**src/rtl/alu_seq_pkg.sv**
```systemverilog
// Shared types and constants for the sequential strobe-driven 8-bit ALU.
package alu_seq_pkg;

  localparam int unsigned DATA_W = 8;
  localparam int unsigned OP_W   = 3;

  typedef enum logic [OP_W-1:0] {
    OP_ADD = 3'b000,
    OP_SUB = 3'b001,
    OP_AND = 3'b010,
    OP_OR  = 3'b011,
    OP_XOR = 3'b100,
    OP_NOT = 3'b101,
    OP_SHL = 3'b110,
    OP_SHR = 3'b111
  } op_e;

  typedef enum logic [1:0] {
    ST_IDLE   = 2'd0,
    ST_WAIT_B = 2'd1,
    ST_EXEC   = 2'd2,
    ST_DONE   = 2'd3
  } state_e;

  // uio bit positions
  localparam int unsigned UIO_STB    = 0;
  localparam int unsigned UIO_OP_LSB = 1;
  localparam int unsigned UIO_ZERO   = 4;
  localparam int unsigned UIO_CARRY  = 5;
  localparam int unsigned UIO_BUSY   = 6;
  localparam int unsigned UIO_DONE   = 7;

  localparam logic [7:0] UIO_OE_VAL = 8'hF0;

  // Unary ops take only operand A and skip the WAIT_B phase.
  function automatic logic is_unary(input op_e op);
    return (op == OP_NOT) || (op == OP_SHL) || (op == OP_SHR);
  endfunction

endpackage

```
**src/rtl/alu_seq_core.sv**
```systemverilog
// Purely combinational 8-bit ALU: result, carry/borrow and zero flag.
module alu_seq_core
  import alu_seq_pkg::*;
(
  input  logic [DATA_W-1:0] a_i,
  input  logic [DATA_W-1:0] b_i,
  input  op_e               op_i,
  output logic [DATA_W-1:0] result_c,
  output logic              carry_c,
  output logic              zero_c
);

  logic [DATA_W:0] sum_c;
  logic [DATA_W:0] diff_c;

  // 9-bit add/sub so bit 8 is the carry out / borrow
  assign sum_c  = {1'b0, a_i} + {1'b0, b_i};
  assign diff_c = {1'b0, a_i} - {1'b0, b_i};

  always_comb begin
    result_c = '0;
    carry_c  = 1'b0;
    case (op_i)
      OP_ADD: begin
        result_c = sum_c[DATA_W-1:0];
        carry_c  = sum_c[DATA_W];
      end
      OP_SUB: begin
        result_c = diff_c[DATA_W-1:0];
        carry_c  = diff_c[DATA_W];
      end
      OP_AND: result_c = a_i & b_i;
      OP_OR:  result_c = a_i | b_i;
      OP_XOR: result_c = a_i ^ b_i;
      OP_NOT: result_c = ~a_i;
      OP_SHL: begin
        result_c = {a_i[DATA_W-2:0], 1'b0};
        carry_c  = a_i[DATA_W-1];
      end
      OP_SHR: begin
        result_c = {1'b0, a_i[DATA_W-1:1]};
        carry_c  = a_i[0];
      end
      default: begin
        result_c = '0;
        carry_c  = 1'b0;
      end
    endcase
  end

  assign zero_c = (result_c == '0);

endmodule

```
**src/rtl/tt_um_alu_seq.sv**
```systemverilog
// Strobe-sequenced ALU: capture A (and B for binary ops), execute, hold result.
module tt_um_alu_seq
  import alu_seq_pkg::*;
(
  input  logic       clk,
  input  logic       rst_n,
  input  logic       ena,
  input  logic [7:0] ui_in,
  input  logic [7:0] uio_in,
  output logic [7:0] uo_out,
  output logic [7:0] uio_out,
  output logic [7:0] uio_oe
);

  state_e            state_q;
  logic              strobe_q;
  logic [DATA_W-1:0] a_q;
  logic [DATA_W-1:0] b_q;
  op_e               op_q;
  logic [DATA_W-1:0] result_q;
  logic              zero_q;
  logic              carry_q;
  logic              busy_q;
  logic              done_q;

  logic              accept_c;
  op_e               op_in_c;
  logic [DATA_W-1:0] alu_result_c;
  logic              alu_carry_c;
  logic              alu_zero_c;
  logic              unused_c;

  assign accept_c = ena & uio_in[UIO_STB] & ~strobe_q;
  assign op_in_c  = op_e'(uio_in[UIO_OP_LSB +: OP_W]);
  assign unused_c = ^uio_in[7:4];

  alu_seq_core u_core (
    .a_i      (a_q),
    .b_i      (b_q),
    .op_i     (op_q),
    .result_c (alu_result_c),
    .carry_c  (alu_carry_c),
    .zero_c   (alu_zero_c)
  );

  // Edge detector, operand capture and sequencing FSM
  always_ff @(posedge clk or negedge rst_n) begin
    if (!rst_n) begin
      state_q  <= ST_IDLE;
      strobe_q <= 1'b0;
      a_q      <= '0;
      b_q      <= '0;
      op_q     <= OP_ADD;
      result_q <= '0;
      zero_q   <= 1'b0;
      carry_q  <= 1'b0;
      busy_q   <= 1'b0;
      done_q   <= 1'b0;
    end else begin
      strobe_q <= uio_in[UIO_STB];
      case (state_q)
        ST_IDLE, ST_DONE: begin
          if (accept_c) begin
            a_q     <= ui_in;
            op_q    <= op_in_c;
            state_q <= is_unary(op_in_c) ? ST_EXEC : ST_WAIT_B;
            busy_q  <= 1'b1;
            done_q  <= 1'b0;
          end
        end
        ST_WAIT_B: begin
          if (accept_c) begin
            b_q     <= ui_in;
            state_q <= ST_EXEC;
          end
        end
        ST_EXEC: begin
          // Completes regardless of ena; strobes are ignored here
          result_q <= alu_result_c;
          zero_q   <= alu_zero_c;
          carry_q  <= alu_carry_c;
          state_q  <= ST_DONE;
          busy_q   <= 1'b0;
          done_q   <= 1'b1;
        end
        default: begin
          state_q <= ST_IDLE;
          busy_q  <= 1'b0;
          done_q  <= 1'b0;
        end
      endcase
    end
  end

  assign uo_out = result_q;
  assign uio_oe = UIO_OE_VAL;

  always_comb begin
    uio_out            = '0;
    uio_out[UIO_ZERO]  = zero_q;
    uio_out[UIO_CARRY] = carry_q;
    uio_out[UIO_BUSY]  = busy_q;
    uio_out[UIO_DONE]  = done_q;
  end

endmodule

```
**config.mk**
```make
export PLATFORM = sky130hd
export DESIGN_NAME = tt_um_alu_seq
export DESIGN_NICKNAME = d
export VERILOG_FILES = /design/src/rtl/alu_seq_pkg.sv /design/src/rtl/alu_seq_core.sv /design/src/rtl/tt_um_alu_seq.sv
export SDC_FILE = /design/constraint.sdc
export NUM_CORES = 1
export LEC_CHECK = 0
export ABC_CLOCK_PERIOD_IN_PS = 2180
export CAP_MARGIN = 20
export CORE_MARGIN = 3
export CORE_UTILIZATION = 50
export CTS_BUF_LIST = sky130_fd_sc_hd__clkbuf_16
export DETAILED_ROUTE_END_ITERATION = 10
export GPL_TIMING_DRIVEN = 0
export PLACE_DENSITY_LB_ADDON = 0.2
export SYNTH_ARGS = -nofsm -noshare
export SYNTH_HDL_FRONTEND = slang
export SYNTH_SLANG_ARGS = --single-unit
export TNS_END_PERCENT = 1
```
**constraint.sdc**
```tcl
create_clock -name clk -period 2.18 [get_ports clk]
set_input_delay 0.436 -clock clk [delete_from_list [all_inputs] [get_ports clk]]
set_output_delay 0.436 -clock clk [all_outputs]
set_load 0.05 [all_outputs]
```
==> results_tabular.tex <==
\begin{tabular}{lr}
\hline
Metric & Value \\
\hline
\multicolumn{2}{l}{\textbf{Outcome}} \\
Violated checks & negative setup slack \\
Run status & finished with violations \\
\multicolumn{2}{l}{\textbf{STA}} \\
Setup tns final & -0.907 ns \\
Fin Clk Skew & 0.00782 ns \\
Post-route fraction of the period consumed by the critical path & 111\% \\
Min cycle time layout & 2.42 ns \\
Number of max-slew violations in the final report & 0 \\
Relative slew slack & 45.5\% \\
Highest clock frequency the design can meet & 414 MHz \\
Slew at the pin closest to its max-slew limit & 0.811 ns \\
Number of endpoints failing setup at the final stage & 6 \\
Worst setup slack after layout & -0.235 ns \\
Unrepaired setup endpoints after global routing & yes \\
Final hold violation count & 0 \\
\multicolumn{2}{l}{\textbf{Synthesis}} \\
Top cells by area in the synthesized netlist & dfrtp\_1, ha\_1, mux2\_2, buf\_4, inv\_1 \\
Number of enable-type register cells in the synthesized netlist & 0 \\
Number of cells produced by synthesis & 305 \\
Sequential-to-total area share from yosys stat & 29.3\% \\
Post-synth top area cell & dfrtp\_1 \\
Number of synthesis warnings & 0 \\
Mapped Avg Cell Area & 9.51 um2 \\
Combined area of all synthesized cells & 2900 um2 \\
Portion of synthesized cell area occupied by the leading cell type & 29.3\% \\
Most instantiated flip-flop cell in the synthesis netlist & dfrtp\_1 \\
Flip-flop and latch count after synthesis & 34 \\
Post-synth cell types & 66 \\
Proportion of register bits with asynchronous set or reset after synthesis & 100\% \\
\multicolumn{2}{l}{\textbf{Run}} \\
Max-cap violation count & 0 \\
\multicolumn{2}{l}{\textbf{Clock tree}} \\
CTS Buffer Depth & 2 \\
Sink count of the clock tree & 34 \\
CTS tree & done \\
H-tree Lvls & 2 \\
Clock-pin slew on the worst setup and hold paths & 0.05 ns \\
Skew-Pair Late Insertion Delay & 0.28 ns \\
Clk Tree Root Cell & clkbuf\_16 \\
Number of buffers created by CTS & 5 \\
\multicolumn{2}{l}{\textbf{GRT}} \\
Global routing usage on met2 & 32.1\% \\
Global-route wire length before repair & 10,900 um \\
M3 GR Usage & 3.90\% \\
Met1 track utilization from global routing & 30.7\% \\
Initial antenna violation count & 0 \\
Global-route layer with the greatest usage & met2 \\
Total global routing track utilization & 21.1\% \\
Via count of the first global-routing pass & 2,192 \\
Pin count of the biggest net entering global routing & 35 \\
Overall overflow remaining after global route & 0 \\
\multicolumn{2}{l}{\textbf{Setup path}} \\
Launch point of the worst reg-to-reg path & a\_q[0] \\
Critical path class & flip-flop to flip-flop \\
Highest fanout seen on the critical path & 3 \\
Data required time at the worst endpoint & 2.33 ns \\
Critical Path Source & a\_q[0] \\
Worst path arrival time & 2.57 ns \\
Endpoint kind of the worst setup timing path & flip-flop \\
Depth of the worst register-to-register path & 10 \\
Kind of start point of the critical path & flip-flop \\
\multicolumn{2}{l}{\textbf{Final layout}} \\
Share of layout cells above drive strength 1 & 30.5\% \\
Antenna diode count & 0 \\
Most common cell after layout, fill and taps aside & dfrtp\_1 \\
Number of fill cells in the layout & 455 \\
Layout Area Growth over Synthesis & 25.3\% \\
Final net count & 404 \\
Commonest cells after routing, fill and taps aside & dfrtp\_1, inv\_1, buf\_4 \\
\multicolumn{2}{l}{\textbf{Floorplan}} \\
Horizontal die dimension & 82.2 um \\
Vertical die dimension & 82.2 um \\
Die outline area & 6750 um2 \\
Core region area & 5570 um2 \\
Cell Rows & 27 \\
I/O pin count & 43 \\
Initial cell density of the core & 52.1\% \\
\multicolumn{2}{l}{\textbf{Detailed routing}} \\
Detailed-route via count & 2,475 \\
Drt via density & 5.77 \\
Post-route antenna net violation count & 0 \\
Wire length after detailed routing & 6710 um \\
Wire length per cell after detailed routing & 15.6 um \\
Remaining design rule violation count & 0 \\
Length of the first detailed-routing pass in iterations & 5 \\
Drt initial violations & 252 \\
\multicolumn{2}{l}{\textbf{Min path}} \\
Worst min path class & input port to async pin \\
\multicolumn{2}{l}{\textbf{Placed design}} \\
Total half-perimeter wirelength after legalization and detailed placement & 4950 um \\
Buffers on Ports & 26 \\
Gp weighted congestion & 0.958 \\
\hline
\end{tabular}
registers in the layout, summed over array words and instances, names as in the netlist:
register  count
op_q          3
done_q        1
uo_out        8
strobe_q      1
busy_q        1
b_q           8
state_q       2
zero_q        1
carry_q       1
a_q           8
cell families (layout without fill, tap and decap cells):
| family | after synthesis | in the layout | synth area share [%] |
|---|---|---|---|
| flops | 34 | 34 | 29.3 |
| buf+inv | 61 | 103 | 10.8 |
| other cells | 2 | 12 | 0.259 |
| mux | 35 | 35 | 14.6 |
| compound gates | 78 | 78 | 19.5 |
| simple gates | 64 | 64 | 12.0 |
| fa+ha+maj | 28 | 28 | 12.6 |
| xor+xnor | 3 | 3 | 0.906 |
cells in the mapped netlist, types with 2 or more instances:
master,n
and2_1,5
o32ai_1,2
and3_1,3
xnor2_1,2
dfrtp_1,34
conb_1,2
nor2_1,18
inv_1,29
a31oi_1,3
a21oi_2,2
o22ai_1,2
fa_1,2
mux2i_1,7
or2_2,2
o21a_1,3
a211oi_1,2
nand2_1,8
a21oi_1,21
nand3_1,6
o21ai_1,2
o31ai_1,3
mux4_2,2
inv_2,3
nor3_1,3
clkbuf_1,6
nor3b_1,4
nand2b_1,3
buf_2,4
buf_4,17
nor2b_1,4
mux2_2,25
ha_1,26
o211ai_1,3
o21bai_1,2
a2bb2oi_1,2
nand3b_1,2
buf_6,2
a41oi_1,2
o21ai_0,10
stage by stage:
step	hold WS (ns)	instances	utilization, %	area [um2]	setup slack [ns]
after floorplan	0.140	315	-	2960	-0.0388
after global placement	0.489	413	59.3	3310	-0.390
after detailed placement	0.495	413	59.3	3300	-0.400
after CTS	0.257	426	64.3	3580	-0.183
after global routing	0.290	429	65.2	3630	-0.369
final	0.218	429	65.2	3630	-0.235
routing by layer:
metal	routed length (um)	vias up
met4	118	0
met1	3070	1183
met5	0	-
met2	3030	117
met3	499	15
li1	-	1160
critical path: stages, from the launching register on:
cell	delay, ns
dfrtp_2	0.41
ha_4	0.16
inv_2	0.04
fa_2	0.35
nand3b_1	0.20
a211o_1	0.36
and3_4	0.20
a2111oi_4	0.32
nor2_1	0.07
nand4bb_1	0.11
o22ai_2	0.06
what timing repair did:
action	in CTS	in global routing
buffers inserted	6	3
gates resized for setup	16	10
hold buffers	0	0
endpoints found under the setup margin	7	16
pin swaps	8	6
layout make-up:
class | instances | area (um2) | share of cell area [%]
Tap cell | 72 | 90.1 | 2.48
Multi-Input combinational cell | 220 | 1890 | 52.0
Clock inverter | 2 | 33.8 | 0.929
Inverter | 32 | 120 | 3.30
Sequential cell | 34 | 860 | 23.6
Timing Repair Buffer | 35 | 323 | 8.88
Buffer | 29 | 193 | 5.30
Clock buffer | 5 | 125 | 3.44
final timing paths:
| path | end | slack, ns |
|---|---|---|
| setup / recovery | zero_q | -0.24 |
| hold / removal | busy_q | 0.22 |
| setup reg to reg | zero_q | -0.24 |
| hold reg to reg | uo_out[1] | 0.50 |
| max in group asynchronous | a_q[1] | 1.44 |
| min in group clk | uo_out[1] | 0.50 |
Power is left out: the tool's default activity adds up to more than one toggle a clock period on the data nets, which glitch-free logic cannot reach.
==> RTL edit 1: new RTL, config.mk and constraints unchanged <==
Reset style: synchronous (`rst_n`), changed in one clocked block.
--- a/src/rtl/tt_um_alu_seq.sv
+++ b/src/rtl/tt_um_alu_seq.sv
@@ -46,3 +46,3 @@
   // Edge detector, operand capture and sequencing FSM
-  always_ff @(posedge clk or negedge rst_n) begin
+  always_ff @(posedge clk) begin
     if (!rst_n) begin
Formal check against the unedited RTL: differs if rst_n is asserted again (counterexample within 4 cycles, from zero or initial values and one cycle with rst_n low); with rst_n held inactive, the same outputs for 10 cycles.
==> RTL edit 1 against the unedited design <==
  * The flow still finishes with violations (negative setup slack)
  * Area after synthesis is 3.6% higher
  * Critical path depth decreased by 1
  * Sequential cell count unchanged
  * Cell area increased by 0.14%
  * Non-clock buffer count rose by 4
  * Die area increased by 3.4%
  * Wire length up 15%
  * Synthesized cell count rose by 27%
  * Worst setup slack lost 230 ps
  * Critical endpoint is now zero_q
  * Largest cell class unchanged
  * Highest routed layer unchanged
==> RTL edit 1: results (changes against the unedited design) <==
* Failing checks: negative setup slack (unchanged)
* GPL Wtd Cong at 0.8585 (was 0.9584)
* Endpoints failing setup at 4 (was 6)
* Fin Setup TNS at -671.8 ps (was -907.5 ps)
* Largest net degree at the start of global routing at 11 (was 35)
* Final WL at 7.706 mm (was 6.712 mm)
* Tot GR Track Use at 0.2243 (was 0.2113)
* Library cells used by synthesis at 61 (was 66)
* Pre-CTS setup slack at -595.1 ps (was -399.5 ps)
* Fin worst setup slack at -461.5 ps (was -235.5 ps)
* Crit Path Max Fanout at 4 (was 3)
* Placed cells at 496 (was 413)
* Vias in the first global route at 2692 (was 2192)
* WP data arrival at 2840 ps (was 2570 ps)
* Placement Cell Area at 3410 sq um (was 3303 sq um)
* Worst Hold Class: reg2reg (was in2async)
* Largest cells by area after synthesis: dfxtp_1, ha_1, nand2_1 (was dfrtp_1, ha_1, mux2_2)
* Layout cell share with drive strength beyond 1 at 0.1755 (was 0.3053)
* Setup Skew at 3.721 ps (was 7.823 ps)
* Leak Pwr at 1.379 nW
* Syn_area_per_cell at 7.749 sq um (was 9.513 sq um)
* Status: complete, but fails checks (unchanged)
* DR iter-0 viols at 205 (was 252)
* Post-synthesis async set-or-reset flop share at 0 (was 1.000)
* Post-route insts no fill at 505 (was 429)
* Global-route wire length before repair at 12.94 mm (was 10.94 mm)
* R2R cell count at 9 (was 10)
* Crit path max-delay cell type: or4b_4 (was dfrtp_2)
* Max incr delay on CP at 540 ps (was 410 ps)
* Hpwl dp at 5.890 mm (was 4.950 mm)
* Via/cell ratio at 5.663 (was 5.769)
* Worst relative slew slack at 0.6539 (was 0.4551)
* Final nets at 479 (was 404)
* Post-synthesis sequential area ratio at 0.2264 (was 0.2932)
* Synth cell count leaders: nand2_1, dfxtp_1, ha_1 (was dfrtp_1, inv_1, ha_1)
## RTL edit 1: worst paths after layout
kind / slack (ps) / from / end
max: -460 / a_q[0] / zero_q
min: 460 / zero_q / zero_q
max reg2reg: -460 / a_q[0] / zero_q
min reg2reg: 460 / zero_q / zero_q
## RTL edit 1: kinds of logic (layout without fill, tap and decap cells)
family	Yosys count	after routing	share of synthesized area
fa+ha+maj	28	28	0.1215
compound gates	106	106	0.2588
buf+inv	68	103	0.1144
simple gates	136	136	0.2231
other cells	2	12	0.002498
xor+xnor	4	4	0.01165
flops	34	34	0.2264
mux	10	10	0.04161
## RTL edit 1: layout make-up
type / count / area [sq um]
buffer: 41 / 249.0
clock buffer: 5 / 125.1
clock inverter: 3 / 12.51
fill: 528 / 2036
inverter: 27 / 103.9
multi-input combinational: 296 / 2092
sequential: 34 / 699.4
tap: 72 / 90.09
timing repair buffer: 27 / 267.8
## RTL edit 1: timing repair
| action | in CTS | in global routing |
|---|---|---|
| hold buffers | 0 | 0 |
| buffers inserted | 1 | 0 |
| pin swaps | 3 | 0 |
| setup endpoints to repair | 7 | 7 |
| cloned | 0 | 0 |
| gates resized for setup | 22 | 14 |
## RTL edit 1: per-layer routing
layer	vias up	part of all wire	global-route usage
met5	-	0	0
met4	0	0.012	0.05848
met3	9	0.061	0.03949
met2	90	0.46	0.3688
met1	1344	0.46	0.3039
li1	1417	-	-
## RTL edit 1: power groups by stage
| stage | Combinational [mW] | Clock [mW] | Sequential, mW |
|---|---|---|---|
| finish | 1.38 | 0.657 | 0.807 |
| global route | 1.51 | 0.692 | 0.820 |
| CTS | 1.36 | 0.660 | 0.805 |
| floorplan | 0.888 | 0 | 0.900 |
| global placement | 1.30 | 0 | 0.811 |
| detailed placement | 1.32 | 0 | 0.816 |
==> RTL edit 2: new RTL, config.mk and constraints unchanged <==
Without the edit above. The 4 states of `state_e` get a one-hot encoding in 4 bits.
--- a/src/rtl/alu_seq_pkg.sv
+++ b/src/rtl/alu_seq_pkg.sv
@@ -17,7 +17,7 @@
 
-  typedef enum logic [1:0] {
-    ST_IDLE   = 2'd0,
-    ST_WAIT_B = 2'd1,
-    ST_EXEC   = 2'd2,
-    ST_DONE   = 2'd3
+  typedef enum logic [3:0] {
+    ST_IDLE   = 4'b0001,
+    ST_WAIT_B = 4'b0010,
+    ST_EXEC   = 4'b0100,
+    ST_DONE   = 4'b1000
   } state_e;
Formal check against the unedited RTL: same outputs for any inputs over 10 cycles, from zero or initial values and one cycle with rst_n low; not proved beyond that.
==> RTL edit 2 against the unedited design <==
  * The run still ends with negative setup slack left
  * Worst setup slack better by 78 ps
  * Area after synthesis up 1.3%
  * Highest routed layer unchanged
  * Synthesized cell count grew 13%
  * Critical path depth unchanged
  * Sequential cell count rose by 2
  * Clock skew about the same
  * Wire length rose by 12%
  * Count of clock-buffer cells in the layout is the same
  * Cell area grew 3.9%
==> RTL edit 2: results (changes against the unedited design) <==
* Initial antenna violation count at 0 (unchanged)
* Layout cell share with drive strength beyond 1 at 0.2772 (was 0.3053)
* Worst r2r src: b_q[0] (was a_q[0])
* Core area at 5608 sq um (was 5574 sq um)
* Crit path max-delay cell type: dfrtp_2 (unchanged)
* CP delay by family, top: compound AO/OA/AOI/OAI gates (unchanged)
* Actual slew at the worst max-slew pin at 830.2 ps (was 811.1 ps)
* Failing checks: negative setup slack (unchanged)
* 1st-pass router iterations at 5 (unchanged)
* WP data arrival at 2500 ps (was 2570 ps)
* Endpoints failing setup at 4 (was 6)
* DR iter-0 viols at 213 (was 252)
* Worst Hold Class: in2async (unchanged)
* Top Layer Used: met4 (unchanged)
* Post-synthesis async set-or-reset flop share at 1.000 (unchanged)
* Root buffer cell: clkbuf_16 (unchanged)
* Reg clk slew, reported paths at 60 ps
* Vias in the first global route at 2546 (was 2192)
* Ant. Diodes at 0 (unchanged)
* R2R cell count at 10 (unchanged)
* Library cells used by synthesis at 60 (was 66)
* Int Power at 1.911 mW
* Global-route wire length before repair at 12.70 mm (was 10.94 mm)
* PortBufs at 26 (unchanged)
* Filler cell count at 461 (was 455)
* Fin Setup TNS at -402.4 ps (was -907.5 ps)
* GPL Wtd Cong at 0.9338 (was 0.9584)
* Worst vdd ir at 0.0004582 V
* Met2 wire length at 3.529 mm (was 3.028 mm)
* Status: complete, but fails checks (unchanged)
* Final nets at 448 (was 404)
* Leak Pwr at 1.634 nW
* CTS Buffer Depth at 2 (unchanged)
* Crit Path Max Fanout at 4 (was 3)
* Capture point of the worst reg-to-reg path: uo_out[6] (was zero_q)
* Max incr delay on CP at 420 ps
* Ys Warns at 0 (unchanged)
* Synth Flop Type: dfrtp_1 (unchanged)
* Setup Skew at 8.233 ps (was 7.823 ps)
* Met1 wire length at 3.337 mm (was 3.066 mm)
* Post-synthesis sequential area ratio at 0.3068 (was 0.2932)
* Fin worst setup slack at -157.8 ps (was -235.5 ps)
* # H-tree levels at 2 (unchanged)
* Largest net degree at the start of global routing at 37 (was 35)
* Clock latency at the later pin of the worst-skew pair at 290 ps
* Placement Cell Area at 3351 sq um (was 3303 sq um)
* Tot GR Track Use at 0.2449 (was 0.2113)
* Synth cell count leaders: dfrtp_1, nand2_1, o21ai_0 (was dfrtp_1, inv_1, ha_1)
* Detailed-route via count at 2729 (was 2475)
* Hpwl dp at 5.285 mm (was 4.950 mm)
* Final WL at 7.511 mm (was 6.712 mm)
* Crit path from: b_q[0] (was a_q[0])
* DR WL met3 at 543 microns (was 499 microns)
* Largest cells by area after synthesis: dfrtp_1, ha_1, o21ai_0 (was dfrtp_1, ha_1, mux2_2)
* TritonCTS Buffers at 5 (unchanged)
* Internal reg-to-reg setup slack at -160 ps (was -240 ps)
[RTL edit 2: changes by cell type after synthesis, sizes merged, moves of 4 or more]
cell   change
buf        +4
o21ai     +24
mux2      -14
nand2     +26
mux2i      -4
a21oi      -6
[RTL edit 2: per-layer routing]
layer  up-vias  track usage
met1      1288       0.3405
met2       117       0.3958
li1       1309            -
met3        15      0.03905
met5         -            0
met4         0      0.06373
[RTL edit 2: how the worst max path moves through the flow]
stage	to	slack [ps]	cells after the start
after global placement	op_q[2]	-450	8
final	uo_out[6]	-160	10
after floorplan	zero_q	-10	9
after global routing	zero_q	-250	9
after detailed placement	a_q[0]	-500	8
after CTS	uo_out[6]	-150	10
[RTL edit 2: layout make-up]
type	instances	area, sq um	area share
plain buffers	35	224.0	0.05929
clock buffers	5	125.1	0.03312
clock inverters	3	42.54	0.01126
inverters	29	111.4	0.02948
multi-input cells	255	1907	0.5048
flip-flops and latches	36	909.6	0.2408
well taps	72	90.09	0.02385
repair buffers	41	367.9	0.09738
[RTL edit 2: power by group through the flow]
stage          clock network (mW)  registers, mW  logic (mW)
3_5_place_dp                    0          0.850        1.32
5_1_grt                     0.874          0.851        1.65
3_3_place_gp                    0          0.845        1.30
6_report                    0.842          0.837        1.50
2_1_floorplan                   0          0.919       0.907
4_1_cts                     0.846          0.833        1.43
[RTL edit 2: cell families (layout without fill, tap and decap cells)]
family,Yosys count,after routing,synth area share
AOI/OAI and AO/OA,104,104,0.2353
and+or+nand+nor,92,92,0.1523
buffers and inverters,64,113,0.1094
DFF,36,36,0.3068
adders and majority gates,26,26,0.1157
muxes,15,15,0.06000
xor gates and xnor gates,6,6,0.01787
other,2,12,0.002554
[RTL edit 2: per-stage QoR]
| stage | power [mW] | utilization | hold WS, ps | setup WS, ps | cells |
|---|---|---|---|---|---|
| after CTS | 3.111 | 0.6573 | 286.5 | -150.8 | 472 |
| after floorplan | 1.826 | - | 140.4 | -14.88 | 355 |
| final | 3.182 | 0.6736 | 242.4 | -157.8 | 476 |
| after global placement | 2.142 | 0.5984 | 460.8 | -450.3 | 453 |
| after global routing | 3.376 | 0.6736 | 326.5 | -249.1 | 476 |
| after detailed placement | 2.166 | 0.5975 | 469.3 | -497.7 | 453 |
[RTL edit 2: what timing repair did]
action | in CTS | in global routing
gates cloned | 0 | 0
gates resized for setup | 22 | 21
setup endpoints to repair | 15 | 26
pin swaps | 10 | 10
buffers inserted | 11 | 4
[RTL edit 2: worst register-to-register path: stages, from the launching register on]
cell	delay, ps
dfrtp_2	420
ha_4	180
inv_2	50
fa_2	390
nor2b_2	140
nor3_2	50
o21bai_1	180
a21oi_2	100
o2111a_1	230
a31o_1	210
mux2_2	260
